### config.mk
export PLATFORM = sky130hd
export DESIGN_NAME = hm_nonce_dispatch
export DESIGN_NICKNAME = d
export VERILOG_FILES = /design/src/rtl/hm_nonce_dispatch.sv
export SDC_FILE = /design/constraint.sdc
export NUM_CORES = 2
export LEC_CHECK = 0
export CELL_PAD_IN_SITES_DETAIL_PLACEMENT = 1
export CELL_PAD_IN_SITES_GLOBAL_PLACEMENT = 1
export CORE_AREA = 2 2 704 706
export CTS_CLUSTER_DIAMETER = 200
export DETAILED_ROUTE_END_ITERATION = 10
export DIE_AREA = 0 0 706 708
export PLACE_DENSITY = 0.42
export SKIP_LAST_GASP = 1
export SLEW_MARGIN = 10
export SYNTH_ARGS = -nofsm -noshare
export SYNTH_HDL_FRONTEND = slang
export SYNTH_SLANG_ARGS = --single-unit
### constraint.sdc
create_clock -name clk -period 6.81 [get_ports clk]
set_input_delay 2.043 -clock clk [delete_from_list [all_inputs] [get_ports clk]]
set_output_delay 2.043 -clock clk [all_outputs]
set_load 0.02 [all_outputs]
### src/rtl/hm_nonce_dispatch.sv
// Nonce-sweep controller: deals one nonce per cycle to idle hashing cores and stops on the first hash below target.
// All outputs registered (1-cycle decisions); cores pace the sweep by holding busy until core_done or core_quit.
module hm_nonce_dispatch #(
  parameter int NUM_CORES = 4,
  parameter int NONCE_W   = 32,
  parameter int HASH_W    = 256
) (
  input  logic                          clk,
  input  logic                          n_rst,
  input  logic                          start,
  input  logic                          abort,
  input  logic [NONCE_W-1:0]            nonce_start,
  input  logic [NONCE_W-1:0]            nonce_end,
  input  logic [HASH_W-1:0]             difficulty,
  output logic [NUM_CORES-1:0]          core_begin,
  output logic [NUM_CORES-1:0]          core_quit,
  output logic [NUM_CORES*NONCE_W-1:0]  core_nonce,
  input  logic [NUM_CORES-1:0]          core_done,
  input  logic [NUM_CORES*HASH_W-1:0]   core_hash,
  output logic                          busy,
  output logic                          found,
  output logic [NONCE_W-1:0]            found_nonce,
  output logic [HASH_W-1:0]             found_hash,
  output logic                          exhausted,
  output logic [NONCE_W:0]              hashes_tried
);

  localparam int CW = NONCE_W + 1;

  typedef enum logic [1:0] {S_IDLE, S_RUN, S_FOUND, S_EXH} state_t;

  state_t                             r_state;
  state_t                             w_state_nxt;
  logic [NUM_CORES-1:0]               r_core_busy;
  logic [NUM_CORES-1:0][NONCE_W-1:0]  r_core_nonce;
  logic [NUM_CORES-1:0]               r_begin;
  logic [NUM_CORES-1:0]               r_quit;
  logic [NONCE_W-1:0]                 r_next_nonce;
  logic [NONCE_W-1:0]                 r_end;
  logic [HASH_W-1:0]                  r_diff;
  logic                               r_last_issued;
  logic                               r_busy;
  logic                               r_found;
  logic [NONCE_W-1:0]                 r_found_nonce;
  logic [HASH_W-1:0]                  r_found_hash;
  logic                               r_exh;
  logic [CW-1:0]                      r_tried;

  logic [NUM_CORES-1:0]               w_acc;
  logic [NUM_CORES-1:0]               w_busy_left;
  logic [NUM_CORES-1:0]               w_disp_mask;
  logic                               w_dispatch;
  logic                               w_win;
  logic [NONCE_W-1:0]                 w_win_nonce;
  logic [HASH_W-1:0]                  w_win_hash;
  logic                               w_exh;
  logic [CW-1:0]                      w_acc_cnt;

  always_comb begin
    w_acc       = '0;
    w_win       = 1'b0;
    w_win_nonce = '0;
    w_win_hash  = '0;
    w_disp_mask = '0;
    w_acc_cnt   = '0;
    if (r_state == S_RUN) w_acc = core_done & r_core_busy;
    // Walk high-to-low so the lowest index is the last (winning) write.
    for (int i = NUM_CORES - 1; i >= 0; i--) begin
      if (w_acc[i] && (core_hash[i*HASH_W +: HASH_W] < r_diff)) begin
        w_win       = 1'b1;
        w_win_nonce = r_core_nonce[i];
        w_win_hash  = core_hash[i*HASH_W +: HASH_W];
      end
      if (!r_core_busy[i]) begin
        w_disp_mask    = '0;
        w_disp_mask[i] = 1'b1;
      end
    end
    for (int i = 0; i < NUM_CORES; i++) begin
      w_acc_cnt = w_acc_cnt + CW'(w_acc[i]);
    end
    w_busy_left = r_core_busy & ~w_acc;
    w_dispatch  = (r_state == S_RUN) && !abort && !w_win && !r_last_issued && (w_disp_mask != '0);
    w_exh       = r_last_issued && (w_busy_left == '0);

    w_state_nxt = r_state;
    case (r_state)
      S_RUN: begin
        if (abort)      w_state_nxt = S_IDLE;
        else if (w_win) w_state_nxt = S_FOUND;
        else if (w_exh) w_state_nxt = S_EXH;
      end
      S_IDLE, S_FOUND, S_EXH: begin
        if (abort)      w_state_nxt = S_IDLE;
        else if (start) w_state_nxt = S_RUN;
      end
      default: w_state_nxt = S_IDLE;
    endcase
  end

  always_ff @(posedge clk or negedge n_rst) begin
    if (!n_rst) r_state <= S_IDLE;
    else        r_state <= w_state_nxt;
  end

  always_ff @(posedge clk or negedge n_rst) begin
    if (!n_rst) begin
      r_core_busy   <= '0;
      r_core_nonce  <= '0;
      r_begin       <= '0;
      r_quit        <= '0;
      r_next_nonce  <= '0;
      r_end         <= '0;
      r_diff        <= '0;
      r_last_issued <= 1'b0;
      r_busy        <= 1'b0;
      r_found       <= 1'b0;
      r_found_nonce <= '0;
      r_found_hash  <= '0;
      r_exh         <= 1'b0;
      r_tried       <= '0;
    end else begin
      r_begin <= '0;
      r_quit  <= '0;
      if (r_state != S_RUN) begin
        if (abort) begin
          r_found       <= 1'b0;
          r_exh         <= 1'b0;
          r_found_nonce <= '0;
          r_found_hash  <= '0;
          r_tried       <= '0;
          r_busy        <= 1'b0;
        end else if (start) begin
          r_next_nonce  <= nonce_start;
          r_end         <= nonce_end;
          r_diff        <= difficulty;
          // An empty range is treated as already fully issued.
          r_last_issued <= (nonce_start > nonce_end);
          r_found       <= 1'b0;
          r_exh         <= 1'b0;
          r_found_nonce <= '0;
          r_found_hash  <= '0;
          r_tried       <= '0;
          r_busy        <= 1'b1;
        end
      end else if (abort) begin
        r_quit      <= r_core_busy;
        r_core_busy <= '0;
        r_busy      <= 1'b0;
        r_found     <= 1'b0;
        r_exh       <= 1'b0;
      end else begin
        r_tried <= r_tried + w_acc_cnt;
        if (w_win) begin
          r_found       <= 1'b1;
          r_found_nonce <= w_win_nonce;
          r_found_hash  <= w_win_hash;
          r_quit        <= w_busy_left;
          r_core_busy   <= '0;
          r_busy        <= 1'b0;
        end else begin
          r_core_busy <= w_busy_left | (w_dispatch ? w_disp_mask : '0);
          if (w_dispatch) begin
            r_begin       <= w_disp_mask;
            r_next_nonce  <= r_next_nonce + 1'b1;
            r_last_issued <= (r_next_nonce == r_end);
            for (int i = 0; i < NUM_CORES; i++) begin
              if (w_disp_mask[i]) r_core_nonce[i] <= r_next_nonce;
            end
          end
          if (w_exh) begin
            r_exh  <= 1'b1;
            r_busy <= 1'b0;
          end
        end
      end
    end
  end

  assign core_begin   = r_begin;
  assign core_quit    = r_quit;
  assign core_nonce   = r_core_nonce;
  assign busy         = r_busy;
  assign found        = r_found;
  assign found_nonce  = r_found_nonce;
  assign found_hash   = r_found_hash;
  assign exhausted    = r_exh;
  assign hashes_tried = r_tried;

endmodule

==> impl_metrics.prom <==
# TYPE chip_impl_metric gauge
chip_impl_metric{name="post_route_antenna_net_violation_count",unit=""} 0
chip_impl_metric{name="post_route_cell_area",unit="mm^2"} 0.0995
chip_impl_metric{name="drt_iter0_markers",unit=""} 5031
chip_impl_metric{name="multi_input_gate_area_in_the_final_layout",unit="mm^2"} 0.0399
chip_impl_metric{name="yosysWarningCount",unit=""} 0
chip_impl_metric{name="syn2layout_area_growth",unit="%"} 60.0
chip_impl_metric{name="post_route_skew",unit="ns"} 0.151
chip_impl_metric{name="sequential_cell_area",unit="mm^2"} 0.0197
chip_impl_metric{name="grt_start_max_net_pins",unit=""} 129
chip_impl_metric{name="final_period_minus_worst_setup_slack",unit="ns"} 6.75
chip_impl_metric{name="cts_inserted_buffers",unit=""} 135
chip_impl_metric{name="critPathRequiredTime",unit="ns"} 7.55
chip_impl_metric{name="mappedNetlistArea",unit="mm^2"} 0.0622
chip_impl_metric{name="initial_antenna_violation_count",unit=""} 326
chip_impl_metric{name="routed_wirelength",unit="um"} 587000
chip_impl_metric{name="drv.max_cap_violation_count",unit=""} 0
chip_impl_metric{name="drv_slew",unit=""} 0
chip_impl_metric{name="netSwitchingFraction",unit="%"} 44.1
chip_impl_metric{name="critical_path_arrival",unit="ns"} 7.49
chip_impl_metric{name="initial_utilization",unit="%"} 12.6
chip_impl_info{name="path_delay_family",value="simple AND/OR/NAND/NOR gates"} 1
chip_impl_metric{name="layout.filler_cells",unit=""} 57100
chip_impl_metric{name="vias",unit=""} 72400
chip_impl_metric{name="report.final.hold_viol_count",unit=""} 0
chip_impl_metric{name="post-route-period-util",unit="%"} 99.1
chip_impl_metric{name="io_buffer_count",unit=""} 1811
chip_impl_metric{name="cellInternalPower",unit="uW"} 14800
chip_impl_metric{name="setup_viols_final",unit=""} 0
chip_impl_metric{name="drc_errors_left",unit=""} 0
chip_impl_metric{name="share_clk_of_total_power",unit="%"} 27.2
chip_impl_metric{name="irDropWorstVdd",unit="mV"} 0.186
chip_impl_info{name="cpMostUsedCell",value="buf_12"} 1
chip_impl_metric{name="power.net_switching",unit="uW"} 11700
chip_impl_metric{name="r2r_setup_slack",unit="ns"} 1.40
chip_impl_info{name="hold_class",value="flop to flop"} 1
chip_impl_metric{name="clock-sinks",unit=""} 787
chip_impl_info{name="setup.worst_path.end_class",value="flop"} 1
chip_impl_metric{name="first_pass_grt_wire_length",unit="um"} 760000
chip_impl_metric{name="netlist_instances",unit=""} 7038
chip_impl_metric{name="rr_worst_depth",unit=""} 17
chip_impl_metric{name="synth-seq-cells",unit=""} 787
chip_impl_metric{name="final_layout_size_suffix_gt1_share",unit="%"} 12.4
chip_impl_metric{name="finish.net_count",unit=""} 11700
chip_impl_info{name="cells_traversed_along_the_worst_timing_path",value="clkdlybuf4s50_1 -> buf_12 -> ha_1 -> nand4_1 -> or3_1 -> or3_1 -> or4_4 -> a311oi_2 -> nor3_1 -> and3_4 -> buf_12 -> o41ai_4 -> nand2_4 -> buf_12 -> buf_12 -> a31oi_1"} 1
chip_impl_metric{name="global_route_usage_sum",unit="%"} 22.6
chip_impl_metric{name="critical_path_depth",unit=""} 16
chip_impl_metric{name="fin_cells",unit=""} 16100
chip_impl_metric{name="number_of_search_and_repair_iterations_in_the_first_detailed_routing_pass",unit=""} 5
chip_impl_metric{name="syn-mean-instance-area",unit="um^2"} 8.84
chip_impl_info{name="synth_top_flop_cell",value="dfrtp_1"} 1
chip_impl_metric{name="dpl-instance-area",unit="mm^2"} 0.0945
chip_impl_info{name="critPathSlowestCell",value="or4_4"} 1
chip_impl_info{name="start_kind",value="input pin"} 1
chip_impl_metric{name="die_x",unit="um"} 706
chip_impl_info{name="criticalPathCategory",value="input pin to flop"} 1
chip_impl_metric{name="number_of_distinct_library_cell_variants_in_the_gate_level_netlist_after_synthesis",unit=""} 76
chip_impl_info{name="run_status",value="finished clean"} 1
chip_impl_metric{name="io_pins",unit=""} 1812
chip_impl_metric{name="ctsHtreeMaxLevel",unit=""} 4
chip_impl_metric{name="synthesis.nets",unit=""} 9447
chip_impl_metric{name="grt.overflow.total",unit=""} 0
chip_impl_metric{name="crit_path_max_fanout",unit=""} 44
chip_impl_metric{name="power_density",unit="mW/mm^2"} 266
chip_impl_metric{name="yosysSeqAreaShare",unit="%"} 31.7
chip_impl_metric{name="cts-hold-fix-buffers",unit=""} 0
chip_impl_metric{name="edff_count_synth",unit=""} 0
chip_impl_metric{name="seq_power_share",unit="%"} 27.0
chip_impl_metric{name="combinationalPowerShare",unit="%"} 45.8
chip_impl_metric{name="place_ws",unit="ns"} -1.82
chip_impl_metric{name="half_perimeter_wire_length_after_placement",unit="um"} 501000
chip_impl_metric{name="worstHoldPathCells",unit=""} 2
chip_impl_metric{name="worst-slew-pin-transition",unit="ns"} 1.23
chip_impl_metric{name="die_area",unit="mm^2"} 0.500
chip_impl_metric{name="placed_cells_incl_taps",unit=""} 15700
chip_impl_metric{name="buf_inv_on_cp",unit=""} 5
chip_impl_metric{name="p_leak",unit="uW"} 0.0399
chip_impl_metric{name="max-clock-path-buffers",unit=""} 4
chip_impl_metric{name="clk_pin_slew_worst_paths",unit="ns"} 0.06
chip_impl_metric{name="fmax",unit="GHz"} 0.148
chip_impl_info{name="cts_tree",value="yes"} 1
chip_impl_metric{name="cpPeakStageDelay",unit="ns"} 0.64
chip_impl_metric{name="slew_headroom",unit="%"} 17.8
chip_impl_info{name="rsz_0062_raised_after_global_routing",value="no"} 1
chip_impl_metric{name="post-route-worst-setup-slack",unit="ns"} 0.0595
chip_impl_metric{name="wire_per_inst",unit="um"} 36.5
chip_impl_metric{name="grt_pass1_vias",unit=""} 76300
chip_impl_metric{name="worstSkewPairLatency",unit="ns"} 0.91
chip_impl_metric{name="core_area",unit="mm^2"} 0.492
chip_impl_metric{name="synthArstFlopShare",unit="%"} 100
chip_impl_metric{name="viasPerCell",unit=""} 4.50
chip_impl_info{name="clock-root-buffer",value="clkbuf_16"} 1
chip_impl_metric{name="gpl.final_weighted_congestion",unit=""} 0.952
chip_impl_metric{name="placementRows",unit=""} 258
chip_impl_metric{name="die_height",unit="um"} 708
-- worst min-delay path, stage by stage (launching register included) --
cell	delay (ns)
dfrtp_1	0.33
nand3_1	0.06
o31ai_1	0.06
-- power groups by stage --
stage / Clock, uW / Sequential, uW / Combinational (uW)
floorplan: 0 / 7090 / 4750
global placement: 0 / 7180 / 11900
detailed placement: 0 / 7210 / 12200
CTS: 7490 / 7150 / 12300
global route: 7610 / 7250 / 13100
finish: 7220 / 7160 / 12100
-- kinds of logic (layout without fill, tap and decap cells) --
group	after synthesis	after routing	share of synthesized area, %
buffers and inverters	763	3141	4.79
multiplexers	134	134	2.58
flip-flops	787	787	31.7
adder cells (fa/ha/maj)	1057	1057	21.3
AND/OR/NAND/NOR	2050	2050	15.7
XOR/XNOR	40	40	0.563
AO/OA/AOI/OAI	2207	2207	23.4
other	0	191	0
-- state kept, by name, indices dropped and copies added, names as in the netlist --
name,flops
hashes_tried,33
exhausted,1
r_diff,256
r_last_issued,1
found,1
found_hash,256
r_next_nonce,32
core_quit,4
r_core_busy,4
busy,1
r_end,32
r_state,2
core_nonce,128
core_begin,4
found_nonce,32
-- final cells by class --
cell class,instances,share of cell area [%]
multi-input combinational,5488,40.1
timing repair buffer,2590,25.9
sequential,787,19.8
tap,6500,8.17
clock buffer,187,3.87
inverter,323,1.22
clock inverter,41,0.516
antenna,191,0.480
-- synthesized netlist by cell type, drive strengths merged, types with 12 or more instances --
cell type  number  area share, %
nor4           42           0.49
o211ai         36           0.43
a211o         261            3.7
a21o          186            2.2
o22ai          43           0.43
xnor2          29           0.41
ha           1054             21
nand2b         25           0.25
nor2          160           0.97
buf            85           0.70
nand2         762            4.6
clkbuf        355            2.1
a211oi         55           0.66
o21ai         487            3.9
o21a           28           0.34
a21oi         365            2.9
nand3         411            3.3
a2111oi        22           0.31
a221oi         58           0.82
inv           323            1.9
dfrtp         787             32
o31ai          48           0.58
nor2b          29           0.29
a31oi         279            2.8
and3           34           0.34
mux2          128            2.5
a22oi         261            3.1
nand4         214            2.2
nor3          318            2.6
or3            12           0.12
-- per-layer routing --
metal	wire length [um]	share of wire, %	GRT usage (%)	up-vias
li1	-	-	-	31400
met1	241000	41	27.0	37300
met2	280000	48	37.8	2681
met3	35700	6.1	5.11	893
met4	30500	5.2	11.3	88
met5	583	0.099	0	-
-- stage by stage --
step           power [uW]  setup TNS [ns]  hold WS (ns)  utilization, %
5_1_grt             28000               0         0.525            20.2
4_1_cts             26900               0         0.501            20.1
2_1_floorplan       11800               0         0.465               -
3_5_place_dp        19400         -733.27         0.490            19.2
3_3_place_gp        19100         -813.35         0.485            19.2
6_report            26500               0         0.496            20.2
-- what timing repair did --
action / 4_1_cts / 5_1_grt
setup endpoints to repair: 463 / 304
buffers inserted: 5 / 1
endpoints found under the hold margin: 0 / 0
resized for setup: 8 / 12
pin swaps: 3 / 3
cloned: 0 / 0
-- placed cells by master, fill, tap and decap left out, drive strengths merged, types with 318 or more instances in the layout --
master and n:
nor3 318, inv 330, a21oi 365, buf 782
nand2 762, nand3 411, o21ai 487, ha 1054
clkdlybuf4s50 1807, dfrtp 787
-- worst paths after layout --
path                                       from              end
worst max-delay path            core_hash[1017]  found_hash[189]
worst min-delay path             found_nonce[6]   found_nonce[6]
worst max register to register        r_diff[1]  found_hash[114]
worst min register to register   found_nonce[6]   found_nonce[6]
max in group asynchronous                 n_rst       r_diff[36]
min in group asynchronous                 n_rst   r_core_busy[3]
Note: power is estimated with default switching activity, not from simulation.
